<file path="config.mk">
export PLATFORM = sky130hd
export DESIGN_NAME = loading_bar_screen
export DESIGN_NICKNAME = d
export VERILOG_FILES = /design/src/rtl/oled_pkg.sv /design/src/rtl/tick_prescaler.sv /design/src/rtl/loading_bar_screen.sv
export SDC_FILE = /design/constraint.sdc
export NUM_CORES = 1
export LEC_CHECK = 0
export CAP_MARGIN = 20
export CORE_MARGIN = 1
export CORE_UTILIZATION = 61
export DETAILED_ROUTE_END_ITERATION = 8
export GPL_TIMING_DRIVEN = 0
export PLACE_DENSITY_LB_ADDON = 0.12
export SYNTH_ARGS = -nofsm -noshare
export SYNTH_HDL_FRONTEND = slang
export SYNTH_HIERARCHICAL = 1
export SYNTH_SLANG_ARGS = --single-unit
</file>
<file path="constraint.sdc">
create_clock -name clk -period 4.15 [get_ports clk]
set_input_delay 0.415 -clock clk [delete_from_list [all_inputs] [get_ports clk]]
set_output_delay 0.415 -clock clk [all_outputs]
set_load 0.05 [all_outputs]
</file>
<file path="src/rtl/oled_pkg.sv">
`default_nettype none
// ============================================================================
// Module      : oled_pkg
// Description : Shared constants and types for the 96x64 OLED pixel pipeline:
//               RGB565 colours, screen dimensions, loading-screen state type.
// Revision    : 1.0 - initial release
// ============================================================================
package oled_pkg;

  // RGB565 colour constants
  localparam logic [15:0] c_BLACK      = 16'h0000;
  localparam logic [15:0] c_WHITE      = 16'hFFFF;
  localparam logic [15:0] c_LIGHTGREEN = 16'hAFE5;
  localparam logic [15:0] c_RED        = 16'hF800;
  localparam logic [15:0] c_GREEN      = 16'h07E0;
  localparam logic [15:0] c_BLUE       = 16'h001F;

  // Panel geometry
  localparam int c_SCREEN_W = 96;
  localparam int c_SCREEN_H = 64;

  // Loading screen controller states
  typedef enum logic [1:0] {
    ST_IDLE    = 2'd0,
    ST_LOADING = 2'd1,
    ST_DONE    = 2'd2
  } loading_state_t;

endpackage
`default_nettype wire

</file>
<file path="src/rtl/tick_prescaler.sv">
`default_nettype none
// ============================================================================
// Module      : tick_prescaler
// Description : Free-running modulo-MAX counter with enable and synchronous
//               clear; wrap is high in the cycle the count sits at MAX-1
//               while enabled (the count returns to 0 on that edge).
// Revision    : 1.0 - initial release
// ============================================================================
module tick_prescaler #(
  parameter int MAX = 4
) (
  input  logic clk,
  input  logic rst_n,
  input  logic clr,
  input  logic en,
  output logic wrap
);

  localparam int              c_CW   = (MAX > 1) ? $clog2(MAX) : 1;
  localparam logic [c_CW-1:0] c_LAST = c_CW'(MAX - 1);

  logic [c_CW-1:0] r_count;

  assign wrap = en && (r_count == c_LAST);

  // Count enabled cycles, wrapping at MAX-1; clear dominates enable
  always_ff @(posedge clk) begin
    if (!rst_n) begin
      r_count <= '0;
    end else if (clr) begin
      r_count <= '0;
    end else if (en) begin
      r_count <= wrap ? '0 : r_count + 1'b1;
    end
  end

endmodule
`default_nettype wire

</file>
<file path="src/rtl/loading_bar_screen.sv">
`default_nettype none
// ============================================================================
// Module      : loading_bar_screen
// Description : Animated framed progress bar for the 96x64 OLED. Fills in
//               NUM_SEG segments on a timer or on step pulses, pulses done
//               when full, then blinks the full bar until cleared/restarted.
// Revision    : 1.0 - initial release
// ============================================================================
module loading_bar_screen
  import oled_pkg::*;
#(
  parameter int          NUM_SEG       = 4,
  parameter int          TICKS_PER_SEG = 25_000_000,
  parameter int          BLINK_TICKS   = 12_500_000,
  parameter int          BAR_X0        = 14,
  parameter int          BAR_X1        = 85,
  parameter int          BAR_Y0        = 30,
  parameter int          BAR_Y1        = 45,
  parameter int          FRAME_W       = 3,
  parameter logic [15:0] FILL_COLOUR   = c_LIGHTGREEN,
  parameter logic [15:0] FRAME_COLOUR  = c_BLACK,
  parameter logic [15:0] BG_COLOUR     = c_WHITE
) (
  input  logic                             clk,
  input  logic                             rst_n,
  input  logic                             start,
  input  logic                             clear,
  input  logic                             step,
  input  logic [6:0]                       x,
  input  logic [5:0]                       y,
  output logic [15:0]                      oled_data,
  output logic                             busy,
  output logic                             done,
  output logic [$clog2(NUM_SEG+1)-1:0]     seg_count
);

  localparam int            c_SW       = $clog2(NUM_SEG + 1);
  localparam int            c_W        = BAR_X1 - BAR_X0 + 1;
  localparam int            c_SEG_W    = c_W / NUM_SEG;
  localparam logic [c_SW-1:0] c_SEG_FULL = c_SW'(NUM_SEG);
  localparam int            c_OX0      = BAR_X0 - FRAME_W;
  localparam int            c_OX1      = BAR_X1 + FRAME_W;
  localparam int            c_OY0      = BAR_Y0 - FRAME_W;
  localparam int            c_OY1      = BAR_Y1 + FRAME_W;

  // Fill edge for a given segment count; a full bar reaches past BAR_X1 so
  // the last segment absorbs the division remainder.
  function automatic logic [7:0] fill_edge(input int seg);
    if (seg >= NUM_SEG) return 8'(BAR_X1 + 1);
    else                return 8'(BAR_X0 + seg * c_SEG_W);
  endfunction

  loading_state_t    r_state;
  logic [c_SW-1:0]   r_seg_count;
  logic [7:0]        r_fill_x;
  logic              r_busy;
  logic              r_done;
  logic              r_blink_phase;
  logic [15:0]       r_oled_data;

  logic              w_loading;
  logic              w_in_done;
  logic              w_seg_wrap;
  logic              w_blink_wrap;
  logic              w_advance;
  logic [c_SW-1:0]   w_seg_inc;
  logic              w_show_fill;
  logic              w_frame;
  logic              w_fill;
  int                w_px;
  int                w_py;
  logic              w_in_outer;
  logic              w_in_inner;

  assign w_loading = (r_state == ST_LOADING);
  assign w_in_done = (r_state == ST_DONE);
  assign w_advance = w_loading && (w_seg_wrap || step);
  assign w_seg_inc = r_seg_count + 1'b1;

  // Segment timer: held at zero outside LOADING and restarted by step
  tick_prescaler #(.MAX(TICKS_PER_SEG)) u_seg_timer (
    .clk   (clk),
    .rst_n (rst_n),
    .clr   (clear || !w_loading || step),
    .en    (w_loading),
    .wrap  (w_seg_wrap)
  );

  // Blink timer: held at zero outside DONE so each DONE entry starts fresh
  tick_prescaler #(.MAX(BLINK_TICKS)) u_blink_timer (
    .clk   (clk),
    .rst_n (rst_n),
    .clr   (clear || !w_in_done),
    .en    (w_in_done),
    .wrap  (w_blink_wrap)
  );

  // Control FSM: state, segment count, fill edge, busy and done pulse
  always_ff @(posedge clk) begin
    if (!rst_n) begin
      r_state     <= ST_IDLE;
      r_seg_count <= '0;
      r_fill_x    <= fill_edge(0);
      r_busy      <= 1'b0;
      r_done      <= 1'b0;
    end else if (clear) begin
      r_state     <= ST_IDLE;
      r_seg_count <= '0;
      r_fill_x    <= fill_edge(0);
      r_busy      <= 1'b0;
      r_done      <= 1'b0;
    end else begin
      r_done <= 1'b0;
      case (r_state)
        ST_IDLE: begin
          if (start) begin
            r_state <= ST_LOADING;
            r_busy  <= 1'b1;
          end
        end
        ST_LOADING: begin
          if (w_advance) begin
            r_seg_count <= w_seg_inc;
            r_fill_x    <= fill_edge(int'(w_seg_inc));
            if (w_seg_inc == c_SEG_FULL) begin
              r_state <= ST_DONE;
              r_busy  <= 1'b0;
              r_done  <= 1'b1;
            end
          end
        end
        ST_DONE: begin
          if (start) begin
            r_state     <= ST_LOADING;
            r_busy      <= 1'b1;
            r_seg_count <= '0;
            r_fill_x    <= fill_edge(0);
          end
        end
        default: begin
          r_state     <= ST_IDLE;
          r_busy      <= 1'b0;
          r_seg_count <= '0;
          r_fill_x    <= fill_edge(0);
        end
      endcase
    end
  end

  // Blink phase: parked high outside DONE, toggles on each blink-timer wrap
  always_ff @(posedge clk) begin
    if (!rst_n) begin
      r_blink_phase <= 1'b1;
    end else if (clear || !w_in_done) begin
      r_blink_phase <= 1'b1;
    end else if (w_blink_wrap) begin
      r_blink_phase <= ~r_blink_phase;
    end
  end

  // Pixel classification against the frame and interior rectangles
  always_comb begin
    w_px        = {25'd0, x};
    w_py        = {26'd0, y};
    w_in_outer  = (w_px >= c_OX0) && (w_px <= c_OX1) &&
                  (w_py >= c_OY0) && (w_py <= c_OY1);
    w_in_inner  = (w_px >= BAR_X0) && (w_px <= BAR_X1) &&
                  (w_py >= BAR_Y0) && (w_py <= BAR_Y1);
    w_show_fill = w_in_done ? r_blink_phase : 1'b1;
    w_frame     = w_in_outer && !w_in_inner;
    w_fill      = w_in_inner && (w_px < {24'd0, r_fill_x}) && w_show_fill;
  end

  // Registered pixel colour, frame taking priority over fill
  always_ff @(posedge clk) begin
    if (!rst_n) begin
      r_oled_data <= BG_COLOUR;
    end else if (w_frame) begin
      r_oled_data <= FRAME_COLOUR;
    end else if (w_fill) begin
      r_oled_data <= FILL_COLOUR;
    end else begin
      r_oled_data <= BG_COLOUR;
    end
  end

  assign oled_data = r_oled_data;
  assign busy      = r_busy;
  assign done      = r_done;
  assign seg_count = r_seg_count;

endmodule
`default_nettype wire
</file>
==> impl_metrics.csv <==
group,metric,value,unit
detailed_routing,via_count,3265,
clocking,root_buffer,"clkbuf_8",
synth,syn_area,3670,µm²
detailed_routing,drt-initial-drc-count,162,
setup_path,worstPathCellList,"nand2b_1 > inv_2 > and4_1 > buf_6 > nand4_1 > nor4_1 > o21ai_1 > and2_1 > buf_2 > a22oi_1 > nor2_1",
global_routing,grt_max_degree,12,
global_routing,grt.total_usage,0.267,
layout,drive_gt1_frac,0.137,
floorplan,io_pins,39,
synth,postSynthCellCount,422,
worst_hold_path,min_path_cells,2,
synth,yosys_most_used_dff,"dfxtp_1",
layout,fin_cells,548,
synth,yosysWarnings,6,
setup_path,timing.critical_path.from,"r_state[0]$_SDFFE_PP0P_",
timing,finalHoldViolations,0,
clocking,cts_tree,"done",
synth,synth_cell_types,60,
setup_path,timing.rr.start,"r_state[0]$_SDFFE_PP0P_",
floorplan,fp.dieW,79.6,µm
clocking,postCtsSetupRepairBufs,0,
timing,worst_hold_slack,0.485,ns
setup_path,rr_worst_depth,11,
synth,yosysMostFrequentCell,"dfxtp_1",
synth,synth-seq-cells,66,
setup_path,worstPathRequired,4.37,ns
timing,skew,0.00743,ns
timing,finalSetupTns,0,ns
floorplan,die_h,79.6,µm
setup_path,cp_max_fo,8,
timing,setup_slack,1.54,ns
synth,synth_area_leaders,"dfxtp_1 36%, xor2_1 4.3%, a21oi_1 4.0%",
synth,synth.yosys.seq_area_share,0.360,
clocking,htreeDepth,3,
detailed_routing,drc_errors,0,
outcome,status,"finished clean",
layout,nFillCells,403,
power,power.leakage,1.53,nW
clocking,cts.hold.buffers_added,0,
place,placedCellCount,532,
synth,synth_edf_count,0,
clocking,clk_pin_slew_worst_paths,0.07,ns
power,powerDensity,295,nW/µm²
detailed_routing,antenna_left,0,
timing,fmax,383,MHz
global_routing,overflow,0,
layout,diodes,0,
setup_path,crit_type,"reg -> reg",
synth,syn_area_per_cell,8.70,µm²
setup_path,path_buf_inv,3,
layout,nets,500,
worst_hold_path,hold_class,"reg -> reg",
setup_path,slowest_delay,0.59,ns
clocking,numCtsBuffers,9,
place,hpwl,5600,µm
layout,post-route-util,0.767,
timing,max_slew.worst_pin.slew,0.737,ns
place,preCtsSetupSlack,1.60,ns
clocking,cts.sinks,66,
timing,maxSlewViolCount,0,
setup_path,arrival,2.83,ns
place,io_buffers,38,
worst_hold_path,hold_path.startpoint,"r_fill_x[3]$_SDFFE_PP1P_",
floorplan,initial_core_util,0.651,
global_routing,grt_pass1_vias,3084,
synth,synth_common_cells,"66 x dfxtp_1, 35 x nor2_1, 29 x a21oi_1",
setup_path,crit_family,"simple AND/OR/NAND/NOR gates",
floorplan,coreArea,5640,µm²
detailed_routing,vias_per_cell,5.96,
clocking,ctsResizeCount,0,
global_routing,top_usage_layer,"met2",
floorplan,dieArea,6330,µm²
global_routing,grtUsageMet3,0.0491,
floorplan,rows,27,
synth,synth_area_leader_cell,"dfxtp_1",
timing,final-setup-viol-count,0,
power,vdd_drop_max,0.249,mV
timing,post-route-min-period,2.61,ns
synth,synth_fp_nets,451,
clocking,cts_buffer_depth,2,
setup_path,cp_num_cells,11,
global_routing,gr-usage-met2,0.450,
detailed_routing,dr.pass1.iters,4,
global_routing,antenna_found_initial,0,
synth,synth_top_area_share,0.360,
synth,synth-async-reset-ratio,0,
run,cap_violations,0,
place,gp_congestion,0.802,
global_routing,grt_pass1_wl,13400,µm
setup_path,critPathLaunchType,"register",
timing,slew_headroom,0.504,
setup_path,end_kind,"register",
setup_path,cpMaxStageDelayCell,"nor4_1",
detailed_routing,wire_per_inst,14.3,µm
global_routing,grt_use_met1,0.327,
timing,rsz0062_at_grt,"no",
clocking,insertion_delay,0.35,ns
timing,period_share,0.629,
detailed_routing,totalWireLength,7820,µm
layout,syn2layout_area_growth,17.9,%
sequential cells by signal, indices dropped and copies added (netlist names):
register / cells
r_fill_x: 7
done: 1
r_state: 2
r_blink_phase: 1
seg_count: 3
u_blink_timer/r_count: 24
u_seg_timer/r_count: 25
oled_data: 2
busy: 1
where the power goes:
part / leakage, nW / internal [mW] / switching [mW]
Clock: 0.0958 / 0.273 / 0.249
Sequential: 0.532 / 0.636 / 0.00361
Combinational: 0.906 / 0.0525 / 0.0646
Total: 1.53 / 0.962 / 0.317
cells in the final DEF (no fill, tap or decap), drive strengths merged, types with 6 or more instances in the layout:
master / instances
dfxtp: 66
clkdlybuf4s50: 38
nor2: 35
a21oi: 32
buf: 30
nand2: 29
o21ai: 24
nand4: 19
xor2: 18
nand3: 18
inv: 13
o31ai: 13
and3: 12
clkbuf: 12
or4: 12
or3: 11
ha: 11
nand2b: 8
and4: 8
nor2b: 6
stage by stage:
stage	power (mW)	cell area, µm²
global route	1.32	4330
finish	1.28	4330
detailed placement	0.770	4140
global placement	0.768	4140
floorplan	0.723	3670
CTS	1.28	4330
metal layers:
layer | vias up | share of wire | wire length (µm)
li1 | 1632 | - | -
met1 | 1578 | 0.47 | 3640
met2 | 40 | 0.49 | 3860
met3 | 15 | 0.024 | 187
met4 | 0 | 0.017 | 132
met5 | - | 0 | 0
worst paths after layout:
kind	to	slack, ns
setup reg to reg	r_fill_x[4]$_SDFFE_PP0P_	1.54
setup / recovery	r_fill_x[4]$_SDFFE_PP0P_	1.54
hold reg to reg	r_fill_x[3]$_SDFFE_PP1P_	0.48
hold / removal	r_fill_x[3]$_SDFFE_PP1P_	0.48
worst reg2reg max path, stage by stage, from the launching register on:
cell,delay [ns]
dfxtp_1,0.43
nand2b_1,0.13
inv_2,0.11
and4_1,0.20
buf_6,0.14
nand4_1,0.14
nor4_1,0.59
o21ai_1,0.18
and2_1,0.18
buf_2,0.15
a22oi_1,0.18
nor2_1,0.05
cells by family after synthesis:
group                      after synthesis  share of synthesized area
adders and majority gates               11                     0.0375
buffers and inverters                   45                     0.0804
DFF                                     66                      0.360
xor gates and xnor gates                23                     0.0549
and+or+nand+nor                        183                      0.301
AOI/OAI and AO/OA                       94                      0.167
cell type report:
class	instances	area, µm²	share of cell area
multi-input combinational	311	2060	0.475
buffer	32	246	0.0570
inverter	13	48.8	0.0113
clock buffer	10	128	0.0295
sequential	66	1320	0.305
clock inverter	6	57.6	0.0133
tap	72	90.1	0.0208
timing repair buffer	38	380	0.0879
Power figures use the tool's default switching activity.
==> RTL change 1: new RTL, same settings <==
Re-encode `loading_state_t` (3 states) as one-hot, 3 bits wide.
--- a/src/rtl/oled_pkg.sv
+++ b/src/rtl/oled_pkg.sv
@@ -22,6 +22,6 @@
   // Loading screen controller states
-  typedef enum logic [1:0] {
-    ST_IDLE    = 2'd0,
-    ST_LOADING = 2'd1,
-    ST_DONE    = 2'd2
+  typedef enum logic [2:0] {
+    ST_IDLE    = 3'b001,
+    ST_LOADING = 3'b010,
+    ST_DONE    = 3'b100
   } loading_state_t;
Behaviour: same outputs for any inputs over 10 cycles, from zero or initial values and one cycle with rst_n low; not proved beyond that.
==> RTL change 1 against the original RTL <==
Clock skew grew 0.0027 ns. Sequential cell count up 1. Hold slack got worse by 0.021 ns. Wire length rose by 0.70%. Sequential power up 2%. Count of clock-buffer cells in the layout is 1 higher. Area after synthesis is 4.5% higher. Total power fell by 1.9%. Worst setup slack worse by 0.61 ns. Final area increased by 3.8%.
==> RTL change 1: results (changes against the original RTL) <==
clk_lat worst skew: 0.35 ns (about the same)
cts repair resizes: 0 (unchanged)
H-tree levels: 3 (unchanged)
final net count: 529 (+5.8%)
Detailed Route Iter0 Violations: 149 (-8.0%)
drt total wl: 7.87 mm (+0.70%)
Slew HR: 61.5% (+11 points)
YS warnings: 6 (unchanged)
Top FF cell, synth: dfxtp_1
largest net degree at the start of global routing: 13 (+1)
vias post-DR: 3413 (+4.5%)
Area contributors post-synth: dfxtp_1, a21oi_1, nor2_1
Placer Congestion: 0.840 (+4.8%)
worst min path class: reg2reg
share of cells above drive strength 1: 13.3% (-0.34 points)
Post-synth top cells: dfxtp_1, nor2_1, a21oi_1
Mapped Nets: 480 (+6.4%)
Total GRT Usage: 24.8% (-1.9 points)
global-route wire length before repair: 12.5 mm (-6.5%)
switching share of power: 25.8% (+0.99 points)
Leak Pwr: 1.55 nW (+0.73%)
post-detail-place hpwl: 5.69 mm (+1.6%)
post-CTS setup buffers: 0 (unchanged)
ANT cells: 0 (unchanged)
Crit-path slowest cell: dfxtp_1
Crit path max-delay family: simple AND/OR/NAND/NOR gates
post-synthesis sequential area ratio: 34.9% (-1.0 points)
vias in the first global route: 2777 (-10%)
Syn Area/Cell: 8.55 µm² (-1.8%)
worst endpoint data arrival time: 3.45 ns (+0.62 ns)
worst hold slack: 0.464 ns (-0.0210 ns)
maximum clock path buffer count: 2 (unchanged)
Final setup viols: 0 (unchanged)
skew final: 0.0101 ns (+0.00272 ns)
asr flop ratio synth: 0% (unchanged)
Worst-path clk slew: 0.07 ns (about the same)
placed insts: 562 (+5.6%)
status: finished clean
Clock Root Buffer: clkbuf_8
top flop regs: u_seg_timer/r_count (25), u_blink_timer/r_count (24), r_fill_x (7)
worst-path fanout max: 10 (+2)
flop2flop setup slack: 0.92 ns (-0.61 ns)
Port Buf Inserts: 38 (unchanged)
Netlist cell types: 57 (-5.0%)
drt pass-1 iters: 5 (+1)
CP max stage delay: 0.50 ns (-0.09 ns)
Post-DP Area: 0.00431 mm² (+4.1%)
antenna violations before repair: 0 (unchanged)
vias per cell: 5.90 (-0.89%)
total CTS buffers: 9 (unchanged)
worst ir drop on vdd: 0.275 mV (+11%)
-- RTL change 1: power groups by stage --
stage                     registers [mW]  logic [mW]  clock network (mW)
final                              0.649       0.114               0.491
after global routing               0.649       0.122               0.536
after CTS                          0.649       0.114               0.508
after detailed placement           0.664       0.114                   0
after global placement             0.664       0.113                   0
after floorplan                    0.669      0.0633                   0
-- RTL change 1: final timing paths --
check | endpoint | cells past startpoint | start
setup / recovery | seg_count[0]$_SDFFE_PP0P_ | 13 | r_state[1]$_SDFFE_PP0P_
hold / removal | r_fill_x[7]$_SDFFE_PP0P_ | 2 | r_fill_x[7]$_SDFFE_PP0P_
setup reg to reg | seg_count[0]$_SDFFE_PP0P_ | 13 | r_state[1]$_SDFFE_PP0P_
hold reg to reg | r_fill_x[7]$_SDFFE_PP0P_ | 2 | r_fill_x[7]$_SDFFE_PP0P_
-- RTL change 1: layout make-up --
class	instances	area, µm²
Buffer	34	268
Fill cell	447	1500
Clock buffer	11	141
Inverter	14	52.6
Clock inverter	5	37.5
Timing Repair Buffer	38	380
Multi-Input combinational cell	334	2180
Sequential cell	67	1340
Tap cell	75	93.8
-- RTL change 1: kinds of logic (layout without fill, tap and decap cells) --
| logic type | after synthesis | in the layout | share of synthesized area [%] |
|---|---|---|---|
| and+or+nand+nor | 206 | 206 | 32.4 |
| xor gates and xnor gates | 23 | 23 | 5.25 |
| buffers and inverters | 48 | 102 | 8.34 |
| adders and majority gates | 13 | 13 | 4.24 |
| DFF | 67 | 67 | 34.9 |
| muxes | 1 | 1 | 0.261 |
| AOI/OAI and AO/OA | 91 | 91 | 14.6 |
-- RTL change 1: metrics by stage --
step           total power [mW]  setup slack, ns
2_1_floorplan             0.732             1.58
3_3_place_gp              0.776             1.10
3_5_place_dp              0.778             1.02
4_1_cts                    1.27             1.00
5_1_grt                    1.31            0.756
6_report                   1.25            0.923
-- RTL change 1: worst reg2reg max path: stages, from the launching register on --
cell,delay [ns]
dfxtp_1,0.50
and2b_1,0.22
nand2b_1,0.17
inv_1,0.27
and4_1,0.26
buf_6,0.14
nand4_1,0.14
nor4_1,0.47
nor4b_2,0.13
o31ai_4,0.40
buf_6,0.21
nor2_1,0.05
a21oi_1,0.11
nor2_1,0.05
-- RTL change 1: metal layers --
layer  wire [µm]  up-vias  GRT usage [%]  part of all wire (%)
met2        3510       89           37.9                    45
met1        3850     1601           33.0                    49
li1            -     1713              -                     -
met5           0        -              0                     0
met3         417       10           6.52                   5.3
met4          99        0           9.64                   1.3
==> RTL change 2: new RTL, same flow settings <==
Made on the original files. `TICKS_PER_SEG`: 25_000_000 -> 6_250_000.
--- a/src/rtl/loading_bar_screen.sv
+++ b/src/rtl/loading_bar_screen.sv
@@ -12,3 +12,3 @@
   parameter int          NUM_SEG       = 4,
-  parameter int          TICKS_PER_SEG = 25_000_000,
+  parameter int          TICKS_PER_SEG = 6_250_000,
   parameter int          BLINK_TICKS   = 12_500_000,
Behaviour: same outputs for any inputs over 10 cycles, from zero or initial values and one cycle with rst_n low; that may be too few to reach the edited logic, so the function may still have changed.
==> RTL change 2 against the original RTL <==
Maximum frequency is 14% higher. Utilization up 1.4 points. Clock skew grew 0.0012 ns. Worst setup slack improved by 0.33 ns. Total power grew 3.9%. Area after synthesis decreased by 6.7%. Final area decreased by 4.9%. Sequential cell count decreased by 2. Wire length fell by 9.3%. Largest power group unchanged.
==> RTL change 2: results (changes against the original RTL) <==
status: finished clean
drt total wl: 7.09 mm (-9.3%)
worst hold slack: 0.462 ns (-0.0227 ns)
Fill cells: 373 (-7.4%)
Area contributors post-synth: dfxtp_1, xor2_1, a21oi_1
Max Freq: 0.438 GHz (+14%)
CP max stage delay: 0.44 ns (-0.15 ns)
met2 wire len: 3.52 mm (-8.7%)
skew final: 0.00861 ns (+0.00119 ns)
Logic pwr share: 8.6% (-0.6 points)
P_comb: 0.114 mW
cell internal pwr: 1.04 mW (+7.7%)
Crit-path slowest cell: dfxtp_1
Synth Area in XOR/XNOR: 6.13% (+0.65 points)
Synth Area in Compound Gates: 16.8% (+0.17 points)
WHS Endpoint: r_fill_x[6]$_SDFFE_PP0P_
worst-path fanout max: 9 (+1)
worst ir drop on vdd: 0.309 mV (+24%)
Post-synth top cells: dfxtp_1, nor2_1, a21oi_1
top flop regs: u_blink_timer/r_count (24), u_seg_timer/r_count (23), r_fill_x (7)
Reg power frac: 46.7% (-3.3 points)
met1 usage: 31.7% (-1.1 points)
Post-DP Area: 0.00389 mm² (-6.0%)
Netlist cell types: 54 (-10%)
Total GRT Usage: 26.5% (-0.17 points)
met1 wire length: 3.21 mm (-12%)
worst endpoint data arrival time: 2.51 ns (-0.32 ns)
met3 usage: 5.71% (+0.80 points)
Leak Pwr: 1.47 nW (-4.5%)
placed insts: 504 (-5.3%)
Mapped Nets: 425 (-5.8%)
share of cells above drive strength 1: 11.8% (-1.9 points)
final net count: 474 (-5.2%)
Hold Crit Start: r_fill_x[6]$_SDFFE_PP0P_
vias post-DR: 3008 (-7.9%)
global-route wire length before repair: 12.6 mm (-6.2%)
Placer Congestion: 0.820 (+2.2%)
post-synthesis sequential area ratio: 37.4% (+1.4 points)
vias in the first global route: 2907 (-5.7%)
met3 WL: 229 µm (+22%)
Critical Path End Type: flip-flop
met2 Resource Use GR: 44.6% (-0.49 points)
Synth top area share: 37.4% (+1.4 points)
Detailed Route Iter0 Violations: 190 (+17%)
FF+latch area: 0.00128 mm² (-3.0%)
post-detail-place hpwl: 5.12 mm (-8.7%)
post-synthesis adder-cell area fraction: 4.02% (+0.27 points)
RTL change 2: cell types whose count changed after synthesis, moves of 3 or more:
cell	before	now
nor3_1	4	1
buf_6	7	4
a21oi_2	3	0
or4_4	3	0
nand2_1	27	23
nand3b_1	4	0
buf_2	5	8
nand4_1	16	13
o21ai_0	21	18
nor4_1	4	0
nand2b_1	8	12
RTL change 2: cell type report:
class	count	area share, %
clock inverter	3	1.58
tap	70	2.13
multi-input combinational	290	45.8
clock buffer	12	3.77
sequential	64	31.1
buffer	31	5.35
timing repair buffer	38	9.24
inverter	11	1.00
RTL change 2: cell families (layout without fill, tap and decap cells):
| group | after synthesis | count (layout) |
|---|---|---|
| AND/OR/NAND/NOR | 165 | 165 |
| AO/OA/AOI/OAI | 90 | 90 |
| flip-flops | 64 | 64 |
| buffers and inverters | 42 | 95 |
| XOR/XNOR | 24 | 24 |
| adder cells (fa/ha/maj) | 11 | 11 |
